## src/rtl/window_reader_if.sv

```systemverilog
// Bus bundle for window_reader: frame control, producer pointer, buffer read port
// and the registered window output stream.
interface window_reader_if #(
    parameter int unsigned SIZE       = 8,
    parameter int unsigned READ_SIZE  = 2,
    parameter int unsigned DATA_WIDTH = 8,
    parameter int unsigned LEN_WIDTH  = 8
);
    localparam int unsigned AW = $clog2(SIZE);

    logic                             start;
    logic [LEN_WIDTH-1:0]             frame_len;
    logic                             wr_commit;
    logic [AW-1:0]                    write_addr;
    logic                             buf_full;
    logic [AW-1:0]                    read_addr;
    logic [DATA_WIDTH*READ_SIZE-1:0]  buf_data;
    logic [DATA_WIDTH*READ_SIZE-1:0]  out_data;
    logic                             out_valid;
    logic                             out_ready;
    logic                             done;
    logic                             err;

    modport master (
        input  start, frame_len, wr_commit, buf_data, out_ready,
        output write_addr, buf_full, read_addr, out_data, out_valid, done, err
    );

    modport slave (
        output start, frame_len, wr_commit, buf_data, out_ready,
        input  write_addr, buf_full, read_addr, out_data, out_valid, done, err
    );
endinterface

```

## src/rtl/window_reader.sv

```systemverilog
// Read-side controller for the window buffer: owns write/read pointers and occupancy,
// streams READ_SIZE-word windows and retires STRIDE words each. Optional sticky err: WINDOW_READER_ERR_EN.
module window_reader #(
    parameter int unsigned SIZE       = 8,
    parameter int unsigned WRITE_SIZE = 2,
    parameter int unsigned READ_SIZE  = 2,
    parameter int unsigned STRIDE     = 1,
    parameter int unsigned DATA_WIDTH = 8,
    parameter int unsigned LEN_WIDTH  = 8
) (
    input  logic              clk,
    input  logic              rst,
    window_reader_if.master   bus
);
    localparam int unsigned PTR_W = $clog2(SIZE);
    localparam int unsigned OCC_W = PTR_W + 1;
    localparam int unsigned WIN_W = DATA_WIDTH * READ_SIZE;

    localparam logic [OCC_W-1:0] C_WRITE   = OCC_W'(WRITE_SIZE);
    localparam logic [OCC_W-1:0] C_READ    = OCC_W'(READ_SIZE);
    localparam logic [OCC_W-1:0] C_STRIDE  = OCC_W'(STRIDE);
    localparam logic [OCC_W-1:0] C_FULL_TH = OCC_W'(SIZE - WRITE_SIZE);

    typedef enum logic [1:0] {S_IDLE, S_RUN, S_FLUSH, S_DONE} state_t;

    state_t                r_state, w_state_nxt;
    logic [PTR_W-1:0]      r_wr_ptr, w_wr_ptr_nxt;
    logic [PTR_W-1:0]      r_rd_ptr, w_rd_ptr_nxt;
    logic [OCC_W-1:0]      r_occ, w_occ_nxt;
    logic [LEN_WIDTH-1:0]  r_remaining, w_rem_nxt;
    logic [WIN_W-1:0]      r_data_p1, w_data_nxt;
    logic                  r_vld_p1, w_vld_nxt;

    logic                  w_full;
    logic                  w_commit_ok;
    logic                  w_load;
    logic [OCC_W-1:0]      w_occ_add;
    logic [OCC_W-1:0]      w_occ_sub;

    // Availability and back-pressure both derive from registered occupancy only.
    assign w_full      = (r_occ > C_FULL_TH);
    assign w_commit_ok = ((r_state == S_RUN) || (r_state == S_FLUSH)) && bus.wr_commit && !w_full;
    assign w_load      = (r_state == S_RUN) && (r_occ >= C_READ) && (r_remaining != '0)
                         && (!r_vld_p1 || bus.out_ready);
    assign w_occ_add   = w_commit_ok ? C_WRITE : '0;
    assign w_occ_sub   = w_load ? C_STRIDE : '0;

    always_comb begin
        w_state_nxt  = r_state;
        w_wr_ptr_nxt = r_wr_ptr;
        w_rd_ptr_nxt = r_rd_ptr;
        w_occ_nxt    = r_occ;
        w_rem_nxt    = r_remaining;
        w_data_nxt   = r_data_p1;
        w_vld_nxt    = r_vld_p1;
        case (r_state)
            S_IDLE: begin
                if (bus.start) begin
                    w_wr_ptr_nxt = '0;
                    w_rd_ptr_nxt = '0;
                    w_occ_nxt    = '0;
                    w_vld_nxt    = 1'b0;
                    w_rem_nxt    = bus.frame_len;
                    w_state_nxt  = (bus.frame_len == '0) ? S_DONE : S_RUN;
                end
            end
            S_RUN: begin
                if (w_commit_ok) w_wr_ptr_nxt = r_wr_ptr + PTR_W'(WRITE_SIZE);
                w_occ_nxt = r_occ + w_occ_add - w_occ_sub;
                if (w_load) begin
                    w_data_nxt   = bus.buf_data;
                    w_vld_nxt    = 1'b1;
                    w_rd_ptr_nxt = r_rd_ptr + PTR_W'(STRIDE);
                    w_rem_nxt    = r_remaining - LEN_WIDTH'(1);
                    if (r_remaining == LEN_WIDTH'(1)) w_state_nxt = S_FLUSH;
                end else if (r_vld_p1 && bus.out_ready) begin
                    w_vld_nxt = 1'b0;
                end
            end
            S_FLUSH: begin
                // Late commits still move the producer pointer but feed no window.
                if (w_commit_ok) w_wr_ptr_nxt = r_wr_ptr + PTR_W'(WRITE_SIZE);
                w_occ_nxt = r_occ + w_occ_add;
                if (!r_vld_p1 || bus.out_ready) begin
                    w_vld_nxt   = 1'b0;
                    w_state_nxt = S_DONE;
                end
            end
            S_DONE: begin
                w_occ_nxt   = '0;
                w_state_nxt = S_IDLE;
            end
            default: w_state_nxt = S_IDLE;
        endcase
    end

    always_ff @(posedge clk or negedge rst) begin
        if (!rst) r_state <= S_IDLE;
        else      r_state <= w_state_nxt;
    end

    // Stage p1: registered window and its valid.
    always_ff @(posedge clk or negedge rst) begin
        if (!rst) begin
            r_wr_ptr    <= '0;
            r_rd_ptr    <= '0;
            r_occ       <= '0;
            r_remaining <= '0;
            r_data_p1   <= '0;
            r_vld_p1    <= 1'b0;
        end else begin
            r_wr_ptr    <= w_wr_ptr_nxt;
            r_rd_ptr    <= w_rd_ptr_nxt;
            r_occ       <= w_occ_nxt;
            r_remaining <= w_rem_nxt;
            r_data_p1   <= w_data_nxt;
            r_vld_p1    <= w_vld_nxt;
        end
    end

`ifdef WINDOW_READER_ERR_EN
    logic r_err;
    logic w_err_set;
    logic w_err_clr;

    assign w_err_set = (bus.wr_commit && w_full) || (bus.start && (r_state != S_IDLE));
    assign w_err_clr = (r_state == S_IDLE) && bus.start;

    always_ff @(posedge clk or negedge rst) begin
        if (!rst)           r_err <= 1'b0;
        else if (w_err_clr) r_err <= 1'b0;
        else if (w_err_set) r_err <= 1'b1;
    end

    assign bus.err = r_err;
`else
    assign bus.err = 1'b0;
`endif

    assign bus.write_addr = r_wr_ptr;
    assign bus.read_addr  = r_rd_ptr;
    assign bus.buf_full   = w_full;
    assign bus.out_data   = r_data_p1;
    assign bus.out_valid  = r_vld_p1;
    assign bus.done       = (r_state == S_DONE);
endmodule

```

## src/flat_wrapper.sv

```systemverilog
// flat-port wrapper written by rule: the top's interface ports become plain ports
module window_reader_flat 
#(
    parameter int unsigned SIZE       = 8,
    parameter int unsigned WRITE_SIZE = 2,
    parameter int unsigned READ_SIZE  = 2,
    parameter int unsigned STRIDE     = 1,
    parameter int unsigned DATA_WIDTH = 8,
    parameter int unsigned LEN_WIDTH  = 8
)
  (clk, rst, bus_start, bus_frame_len, bus_wr_commit, bus_buf_data, bus_out_ready, bus_write_addr, bus_buf_full, bus_read_addr, bus_out_data, bus_out_valid, bus_done, bus_err);
  window_reader_if #(.SIZE(SIZE), .READ_SIZE(READ_SIZE), .DATA_WIDTH(DATA_WIDTH), .LEN_WIDTH(LEN_WIDTH)) bus_i ();
  input  logic clk;
  input  logic rst;
  input wire logic [$bits(bus_i.start)-1:0] bus_start;
  input wire logic [$bits(bus_i.frame_len)-1:0] bus_frame_len;
  input wire logic [$bits(bus_i.wr_commit)-1:0] bus_wr_commit;
  input wire logic [$bits(bus_i.buf_data)-1:0] bus_buf_data;
  input wire logic [$bits(bus_i.out_ready)-1:0] bus_out_ready;
  output wire logic [$bits(bus_i.write_addr)-1:0] bus_write_addr;
  output wire logic [$bits(bus_i.buf_full)-1:0] bus_buf_full;
  output wire logic [$bits(bus_i.read_addr)-1:0] bus_read_addr;
  output wire logic [$bits(bus_i.out_data)-1:0] bus_out_data;
  output wire logic [$bits(bus_i.out_valid)-1:0] bus_out_valid;
  output wire logic [$bits(bus_i.done)-1:0] bus_done;
  output wire logic [$bits(bus_i.err)-1:0] bus_err;
  assign bus_i.start = bus_start;
  assign bus_i.frame_len = bus_frame_len;
  assign bus_i.wr_commit = bus_wr_commit;
  assign bus_i.buf_data = bus_buf_data;
  assign bus_i.out_ready = bus_out_ready;
  assign bus_write_addr = bus_i.write_addr;
  assign bus_buf_full = bus_i.buf_full;
  assign bus_read_addr = bus_i.read_addr;
  assign bus_out_data = bus_i.out_data;
  assign bus_out_valid = bus_i.out_valid;
  assign bus_done = bus_i.done;
  assign bus_err = bus_i.err;
  window_reader #(.SIZE(SIZE), .WRITE_SIZE(WRITE_SIZE), .READ_SIZE(READ_SIZE), .STRIDE(STRIDE), .DATA_WIDTH(DATA_WIDTH), .LEN_WIDTH(LEN_WIDTH)) u_core (.clk(clk), .rst(rst), .bus(bus_i));
endmodule
```

## config.mk

```make
export PLATFORM = sky130hd
export DESIGN_NAME = window_reader_flat
export DESIGN_NICKNAME = d
export VERILOG_FILES = /design/src/rtl/window_reader_if.sv /design/src/rtl/window_reader.sv /design/src/flat_wrapper.sv
export SDC_FILE = /design/constraint.sdc
export NUM_CORES = 1
export LEC_CHECK = 0
export ABC_AREA = 1
export BUFFER_PORTS_ARGS = -buffer_cell sky130_fd_sc_hd__buf_2
export CAP_MARGIN = 20
export CORE_ASPECT_RATIO = 1.1
export CORE_MARGIN = 5
export CORE_UTILIZATION = 41
export DETAILED_ROUTE_END_ITERATION = 7
export PLACE_DENSITY = 0.77
export SLEW_MARGIN = 5
export SYNTH_ARGS = -nofsm -noshare
export SYNTH_HDL_FRONTEND = slang
export SYNTH_SLANG_ARGS = --single-unit
```

## constraint.sdc

```tcl
create_clock -name clk -period 3 [get_ports clk]
set_clock_uncertainty 0.15 [all_clocks]
set_input_delay 0.3 -clock clk [delete_from_list [all_inputs] [get_ports clk]]
set_output_delay 0.3 -clock clk [all_outputs]
set_load 0.01 [all_outputs]
```

* Word-level counts from Yosys, hierarchy flattened *
Index checks and enable logic that the tools add are counted.

storage, ports and cells
  bits in registers = 37
  bits of input ports = 29
  output and inout port bits = 26
  logic and storage cells = 69

operators by class
  add/subtract/negate cells = 5
  magnitude comparators = 2
  equality and inequality tests = 10
  multiplexer cells = 23
  reduce and logical (&&, ||, !) cells = 22

operators with widths
  cell                                                            count
  2-to-1 mux 8 bit                                                2
  case mux 4 bit (4 select lines)                                 1
  case mux 8 bit (2 select lines)                                 1
  2-to-1 mux 2 bit                                                6
  case mux 3 bit (2 select lines)                                 2
  2-to-1 mux 3 bit                                                3
  == test 8 x 1 -> 1 bit (second input constant)                  1
  zero test 8 bit                                                 1
  case mux 2 bit (4 select lines)                                 1
  AND reduction 4 bit                                             2
  nonzero test 8 bit                                              1
  subtractor 8 x 1 -> 8 bit (second input constant)               1
  logical AND 1 bit                                               6
  != test 2 bit (second input constant)                           3
  AND reduction 3 bit                                             2
  2-to-1 mux 1 bit                                                5
  adder 4 bit                                                     1
  == test 2 bit (second input constant)                           2
  >= comparator 4 x 2 -> 1 bit (second input constant)            1
  greater-than comparator 4 x 3 -> 1 bit (second input constant)  1
  2-to-1 mux 4 bit                                                1
  != test 2 x 1 -> 1 bit (second input constant)                  2
  nonzero test 2 bit                                              2
  subtractor 4 bit                                                1
  11 further kinds                                                13

* Logic depth before layout (Yosys ltp) *
Gate-level depths: netlist of the first run.

  depth in word-level cells = 8
  gate-level depth with buffers = 17
  gate-level depth less buffers = 16

* Worst setup path after synthesis of the first run *
No wires, ideal clock.

  path kind = reg2reg
  from = register u_core.r_remaining[0]
  to = register u_core.r_occ[2]
  setup time = 0.095 ns
  data arrival time = 2.119 ns
  data required time = 2.755 ns
  path slack = 0.636 ns
  cell stages (with the launch flop) = 14
  buffers on the path = 1
  period minus slack after synthesis = 2.364 ns
  path through = dfrtp_1 > inv_1 > ha_1 > inv_2 > nor2_2 > nand2_2 > o21ai_4 > inv_2 > buf_2 > ha_1 > ha_1 > nand2_1 > a21oi_1 > o31ai_1

on the way
  longest elaborated chain between the ends = 6

ends and longest elaborated chain
  item                             line                  RTL
  start, declared                  window_reader.sv:30   logic [LEN_WIDTH-1:0] r_remaining, w_rem_nxt;
  start signal, assigned           window_reader.sv:115  r_remaining <= w_rem_nxt;
  nonzero test 8 bit               window_reader.sv:43   assign w_load = (r_state == S_RUN) && (r_occ >= C_READ) && (r_remaining != '0)
  logical AND 1 bit                window_reader.sv:43
  logical AND 1 bit                window_reader.sv:44   && (!r_vld_p1 || bus.out_ready);
  2-to-1 mux 1 bit                 window_reader.sv:46   assign w_occ_sub = w_load ? C_STRIDE : '0;
  subtractor 4 bit                 window_reader.sv:69   w_occ_nxt = r_occ + w_occ_add - w_occ_sub;
  case mux 4 bit (4 select lines)  window_reader.sv:56   case (r_state)
  end signal, assigned             window_reader.sv:114  r_occ <= w_occ_nxt;
  end, declared                    window_reader.sv:29   logic [OCC_W-1:0] r_occ, w_occ_nxt;

No other way between the ends.
A chain may end at the register's enable or synchronous reset.

* Final worst setup path of the first run *
  from = register u_core.r_remaining[0]
  to = register u_core.r_occ[1]

Same word-level chain as after synthesis.

==> flow_summary.json, run 1 <==
{
  "status": "complete, no violations",
  "placed_area_um2": 2360,
  "cp_data_required_time_ns": 3.06,
  "hold_path_class": "in2reg",
  "setup-tns-final_ns": 0,
  "start_util": 0.416,
  "synth_edf_count": 0,
  "yosys_most_used_dff": "dfrtp_1",
  "irDropWorstVdd_v": 0.000446,
  "vias_per_cell": 4.90,
  "synth-seq-cells": 36,
  "fin_area_um2": 2450,
  "synth.distinct_cells": 30,
  "synth_top_cells_by_count": "107 x nand2_1, 36 x dfrtp_1, 28 x inv_1",
  "endpoint_kind": "register",
  "yosysMostFrequentCell": "nand2_1",
  "dieArea_um2": 6510,
  "clockBufferDepth": 2,
  "cts.sinks": 36,
  "ios": 55,
  "slew_viol_final": 0,
  "grt_start_max_net_pins": 37,
  "postSynthCellCount": 268,
  "wl_per_cell_um": 12.1,
  "drt-pass1-iter-count": 4,
  "clock.fmax_ghz": 0.398,
  "antenna_found_initial": 0,
  "critPathArrivalTime_ns": 2.57,
  "crit_chain": "inv_1 -> ha_1 -> inv_2 -> nor2_2 -> nand2_2 -> o21ai_4 -> inv_2 -> ha_1 -> ha_1 -> o22ai_1 -> nand2_1 -> o21ai_0",
  "critPathSlowestCell": "o21ai_4",
  "layout.nets": 364,
  "dp_hpwl_um": 3520,
  "diodes": 0,
  "hold_viol_final": 0,
  "overflow": 0,
  "cts-root-buf": "clkbuf_8",
  "drtIter0Drc": 85,
  "core_um2": 4930,
  "dieHeight_um": 84.2,
  "drive_gt1_frac": 0.246,
  "relSlewSlack": 0.471,
  "track_usage": 0.157,
  "wl_um": 4630,
  "synth_warnings": 0,
  "cts_buffers": 5,
  "post-cts-setup-buffers": 0,
  "multi_input_area_um2": 992,
  "rsz0062_at_grt": "false",
  "cp_common_cell": "ha_1",
  "yosysSeqAreaShare": 0.440,
  "grt_pass1_vias": 1904,
  "synth.top_cells.by_area": "dfrtp_1 44%, nand2_1 20%, ha_1 6.1%, inv_1 5.1%, nand3_1 4.2%",
  "clkLatencyLatePin_ns": 0.29,
  "yosysTopAreaCellShare": 0.440,
  "seq_area_um2": 901,
  "finalSetupViolCount": 0,
  "async_flop_share": 1.00,
  "fin_util": 0.497,
  "clk_pin_slew_ns": 0.07,
  "critPathLaunchType": "register",
  "htree_num_levels": 2,
  "critPathKind": "reg2reg",
  "fin_crit_sh": 0.838,
  "via_count": 1877,
  "worst_pin_slew_ns": 0.793,
  "cts_tree": "built",
  "crit_family": "adder cells",
  "synth_area_per_cell_um2": 7.65,
  "fillerInstances": 497,
  "p_leak_nw": 1.41,
  "num_rows": 27,
  "cp_max_fo": 19,
  "min_period_ns": 2.51,
  "synth_top_area_cell": "dfrtp_1",
  "cap_violations": 0,
  "gp_congestion": 0.838,
  "portBuffers": 52,
  "syn_area_um2": 2050,
  "p_per_area_nw_per_um2": 997,
  "detail-route-antenna-nets": 0,
  "cp.buffers_inverters": 3,
  "max_stage_delay_ns": 0.47,
  "drc": 0,
  "grt_pass1_wl_um": 8480,
  "die_x_um": 77.4,
  "area_growth_pct": 19.7
}
[routing by layer]
layer,vias up,track usage,share of wire
li1,963,-,-
met1,856,0.200,0.45
met2,51,0.256,0.48
met3,7,0.0461,0.059
met4,0,0.0516,0.017
met5,-,0,0
[cell type report]
| class | count | area share |
|---|---|---|
| clock buffer | 6 | 0.0296 |
| multi-input combinational | 195 | 0.405 |
| sequential | 36 | 0.367 |
| inverter | 31 | 0.0474 |
| tap | 58 | 0.0296 |
| timing repair buffer | 56 | 0.119 |
| clock inverter | 1 | 0.00204 |
[path summary, 6_finish.rpt]
check | from | to | depth (start not counted) | slack [ns]
worst max-delay path | u_core.r_remaining[0]$_DFFE_PN0P_ | u_core.r_occ[1]$_DFFE_PN0N_ | 12 | 0.49
worst min-delay path | bus_buf_data[9] | u_core.bus.out_data[9]$_DFFE_PN0P_ | 3 | 0.05
min in group asynchronous | rst | u_core.r_remaining[3]$_DFFE_PN0P_ | 2 | 0.48
max in group asynchronous | rst | u_core.r_occ[1]$_DFFE_PN0N_ | 2 | 1.71
worst min register to register | u_core.bus.out_data[9]$_DFFE_PN0P_ | u_core.bus.out_data[9]$_DFFE_PN0P_ | 2 | 0.33
worst max register to register | u_core.r_remaining[0]$_DFFE_PN0P_ | u_core.r_occ[1]$_DFFE_PN0N_ | 12 | 0.49
[cell families (layout without fill, tap and decap cells)]
| group | count (synthesis) | count (layout) | share of synthesized area |
|---|---|---|---|
| flops | 36 | 36 | 0.440 |
| buf+inv | 38 | 94 | 0.0781 |
| simple gates | 150 | 150 | 0.306 |
| other cells | 1 | 2 | 0.00183 |
| xor+xnor | 4 | 4 | 0.0171 |
| fa+ha+maj | 10 | 10 | 0.0611 |
| compound gates | 29 | 29 | 0.0959 |
[tightest hold or removal path, stage by stage]
cell and delay [ns]:
buf_2 0.07, nand2_1 0.04, nand2_1 0.04
[power breakdown]
| group | leakage (nW) | internal, W | switching (W) |
|---|---|---|---|
| Clock | 0.0410 | 0.000158 | 0.000165 |
| Sequential | 0.464 | 0.000696 | 0.000133 |
| Combinational | 0.900 | 0.000477 | 0.000817 |
| Total | 1.41 | 0.00133 | 0.00111 |
[cell usage in the layout, fill, tap and decap left out, types with 2 or more instances in the layout]
| cell | n |
|---|---|
| xor2_1 | 3 |
| nor2_1 | 10 |
| inv_2 | 3 |
| nor2_2 | 2 |
| o21ai_0 | 11 |
| nand4_1 | 5 |
| buf_2 | 52 |
| inv_1 | 28 |
| clkbuf_8 | 5 |
| nand3_1 | 17 |
| nor4_1 | 2 |
| o21ai_2 | 8 |
| buf_4 | 3 |
| conb_1 | 2 |
| nand2_1 | 107 |
| dfrtp_1 | 36 |
| ha_1 | 10 |
| nand2_2 | 3 |
| a21oi_1 | 5 |
[sequential cells by signal, indices dropped and copies added, names as in the netlist]
name / flops
u_core.bus.out_data: 16
u_core.r_remaining: 8
u_core.r_occ: 4
u_core.bus.read_addr: 3
u_core.bus.write_addr: 2
u_core.r_state: 2
u_core.bus.out_valid: 1
[repair_timing]
action                                  4_1_cts  5_1_grt
gates resized for setup                       0        0
hold buffers                                  1        0
endpoints found under the setup margin        0        0
hold endpoints to repair                     36        0
[stage by stage]
step	total power [W]	hold WS, ns	setup WS (ns)	std cells
6_report	0.00244	0.0515	0.487	383
3_5_place_dp	0.00214	0.296	0.499	375
5_1_grt	0.00271	0.0576	0.291	383
4_1_cts	0.00248	0.0457	0.489	383
2_1_floorplan	0.00176	-0.146	0.636	269
3_3_place_gp	0.00210	0.295	0.566	375
(Power assumes the default switching activity.)
==> run 2, diff against run 1 <==
--- a/config.mk
+++ b/config.mk
@@ -12,7 +12,7 @@
 export CORE_MARGIN = 5
 export CORE_UTILIZATION = 41
 export DETAILED_ROUTE_END_ITERATION = 7
-export PLACE_DENSITY = 0.77
+export PLACE_DENSITY = 0.79
 export SLEW_MARGIN = 5
 export SYNTH_ARGS = -nofsm -noshare
 export SYNTH_HDL_FRONTEND = slang
==> constraint.sdc (replaced) <==
create_clock -name clk -period 2 [get_ports clk]
set_clock_uncertainty 0.15 [all_clocks]
set_input_delay 0.2 -clock clk [delete_from_list [all_inputs] [get_ports clk]]
set_output_delay 0.2 -clock clk [all_outputs]
set_load 0.01 [all_outputs]
==> flow_summary.json, run 2 (same netlist as run 1, synthesis figures left out) <==
{
  "dieArea_um2": 6510,
  "fillerInstances": 441,
  "diodes": 0,
  "cts.sinks": 36,
  "overflow": 0,
  "hold_path_class": "in2reg",
  "layout_commonest_cell": "nand2_1",
  "critPathArrivalTime_ns": 2.05,
  "cp_max_fo": 2,
  "start_util": 0.416,
  "critPathLaunchType": "register",
  "layout.nets": 395,
  "cap_violations": 0,
  "use_met3": 0.0279,
  "hold_ws_ns": 0.0741,
  "track_usage": 0.171,
  "detail-route-antenna-nets": 0,
  "globalRouteMet2Util": 0.295,
  "grt_use_met1": 0.215,
  "cp_data_required_time_ns": 2.04,
  "endpoint_kind": "register",
  "portBuffers": 52,
  "via_count": 2005,
  "irDropWorstVdd_v": 0.000948,
  "rsz0062_at_grt": "true",
  "cts-root-buf": "clkbuf_8",
  "layout.cells.most_common_list": "106 x nand2_1, 52 x buf_2, 36 x dfrtp_1, 26 x inv_1",
  "pre_cts_ws_ns": -0.00603,
  "antenna_found_initial": 0,
  "wl_per_cell_um": 12.6,
  "status": "complete, but fails checks",
  "core_um2": 4930,
  "fin_crit_sh": 1.00,
  "grt_pass1_wl_um": 9230,
  "htree_num_levels": 2,
  "p_leak_nw": 1.57,
  "finalSetupViolCount": 1,
  "slew_viol_final": 0,
  "cts_buffers": 5,
  "min_period_ns": 2.01,
  "ios": 55,
  "drtIter0Drc": 84,
  "critPathKind": "reg2reg",
  "cts_tree": "built",
  "dp_hpwl_um": 3690,
  "clkLatencyLatePin_ns": 0.29,
  "violations": "setup timing",
  "grt_pass1_vias": 2021,
  "num_rows": 27,
  "clockBufferDepth": 2,
  "drc": 0,
  "die_x_um": 77.4,
  "wl_um": 5230,
  "gp_congestion": 0.787,
  "grt_start_max_net_pins": 37,
  "dieHeight_um": 84.2,
  "grt-busiest-layer": "met2",
  "drt-pass1-iter-count": 4,
  "drive_gt1_frac": 0.311,
  "p_per_area_nw_per_um2": 1460,
  "clock.fmax_ghz": 0.498,
  "largest_register_ffs": 16,
  "hold_viol_final": 0,
  "clk_pin_slew_ns": 0.08,
  "area_growth_pct": 39.6,
  "fin_ws_ns": -0.00857,
  "vias_per_cell": 4.83
}
==> run 2: critical path, cell delays in order (launching register included) <==
cell and delay (ns):
dfrtp_1 0.35, inv_1 0.08, ha_4 0.27, nand2_1 0.04
inv_1 0.06, nand4_1 0.10, inv_1 0.09, ha_2 0.28
nor2_2 0.13, nand4_1 0.11, nand3_1 0.10, nand2_1 0.05
nand2_1 0.05, nand2_1 0.05
==> run 2: layout make-up <==
type	count	area (µm²)	share of cell area
clock buffers	6	72.6	0.0254
clock inverters	2	35.0	0.0122
inverters	31	116	0.0407
multi-input cells	195	1090	0.380
flip-flops and latches	36	901	0.315
well taps	58	72.6	0.0254
repair buffers	87	577	0.202
==> run 2: power breakdown <==
group | internal [W] | switching, W
Combinational | 0.000962 | 0.00134
Sequential | 0.00104 | 0.000188
Clock | 0.000370 | 0.000270
==> run 2: final timing paths <==
check,start,end,slack (ns),cells past startpoint
hold / removal,bus_out_ready,u_core.bus.out_valid$_DFFE_PN0P_,0.07,4
min in group asynchronous,rst,u_core.r_remaining[1]$_DFFE_PN0P_,0.32,3
max in group asynchronous,rst,u_core.bus.out_valid$_DFFE_PN0P_,1.02,3
setup / recovery,u_core.r_state[1]$_DFFE_PN0P_,u_core.r_occ[3]$_DFFE_PN0N_,-0.009,13
setup reg to reg,u_core.r_state[1]$_DFFE_PN0P_,u_core.r_occ[3]$_DFFE_PN0N_,-0.009,13
hold reg to reg,u_core.bus.out_data[0]$_DFFE_PN0P_,u_core.bus.out_data[0]$_DFFE_PN0P_,0.33,2
==> run 2: through the flow <==
| step | setup TNS (ns) | total power (W) | instance area [µm²] | util | cells |
|---|---|---|---|---|---|
| 2_1_floorplan | -0.343 | 0.00271 | 2110 | - | 269 |
| 3_3_place_gp | 0 | 0.00336 | 2510 | 0.510 | 388 |
| 6_report | -0.00857 | 0.00418 | 2860 | 0.580 | 415 |
| 3_5_place_dp | -0.00603 | 0.00343 | 2510 | 0.510 | 388 |
| 4_1_cts | 0 | 0.00411 | 2800 | 0.568 | 413 |
| 5_1_grt | -0.309 | 0.00459 | 2860 | 0.580 | 415 |
==> run 2: timing repair <==
item | 4_1_cts | 5_1_grt
hold buffers | 17 | 0
buffers inserted | 0 | 2
pin swaps | 0 | 1
resized for setup | 1 | 10
endpoints found under the hold margin | 52 | 0
setup endpoints to repair | 1 | 7
==> run 2: per-layer routing <==
metal  vias to the layer above  part of all wire
met5                         -                 0
met2                        30              0.51
met3                        10             0.028
met4                         0             0.024
li1                       1016                 -
met1                       949              0.44
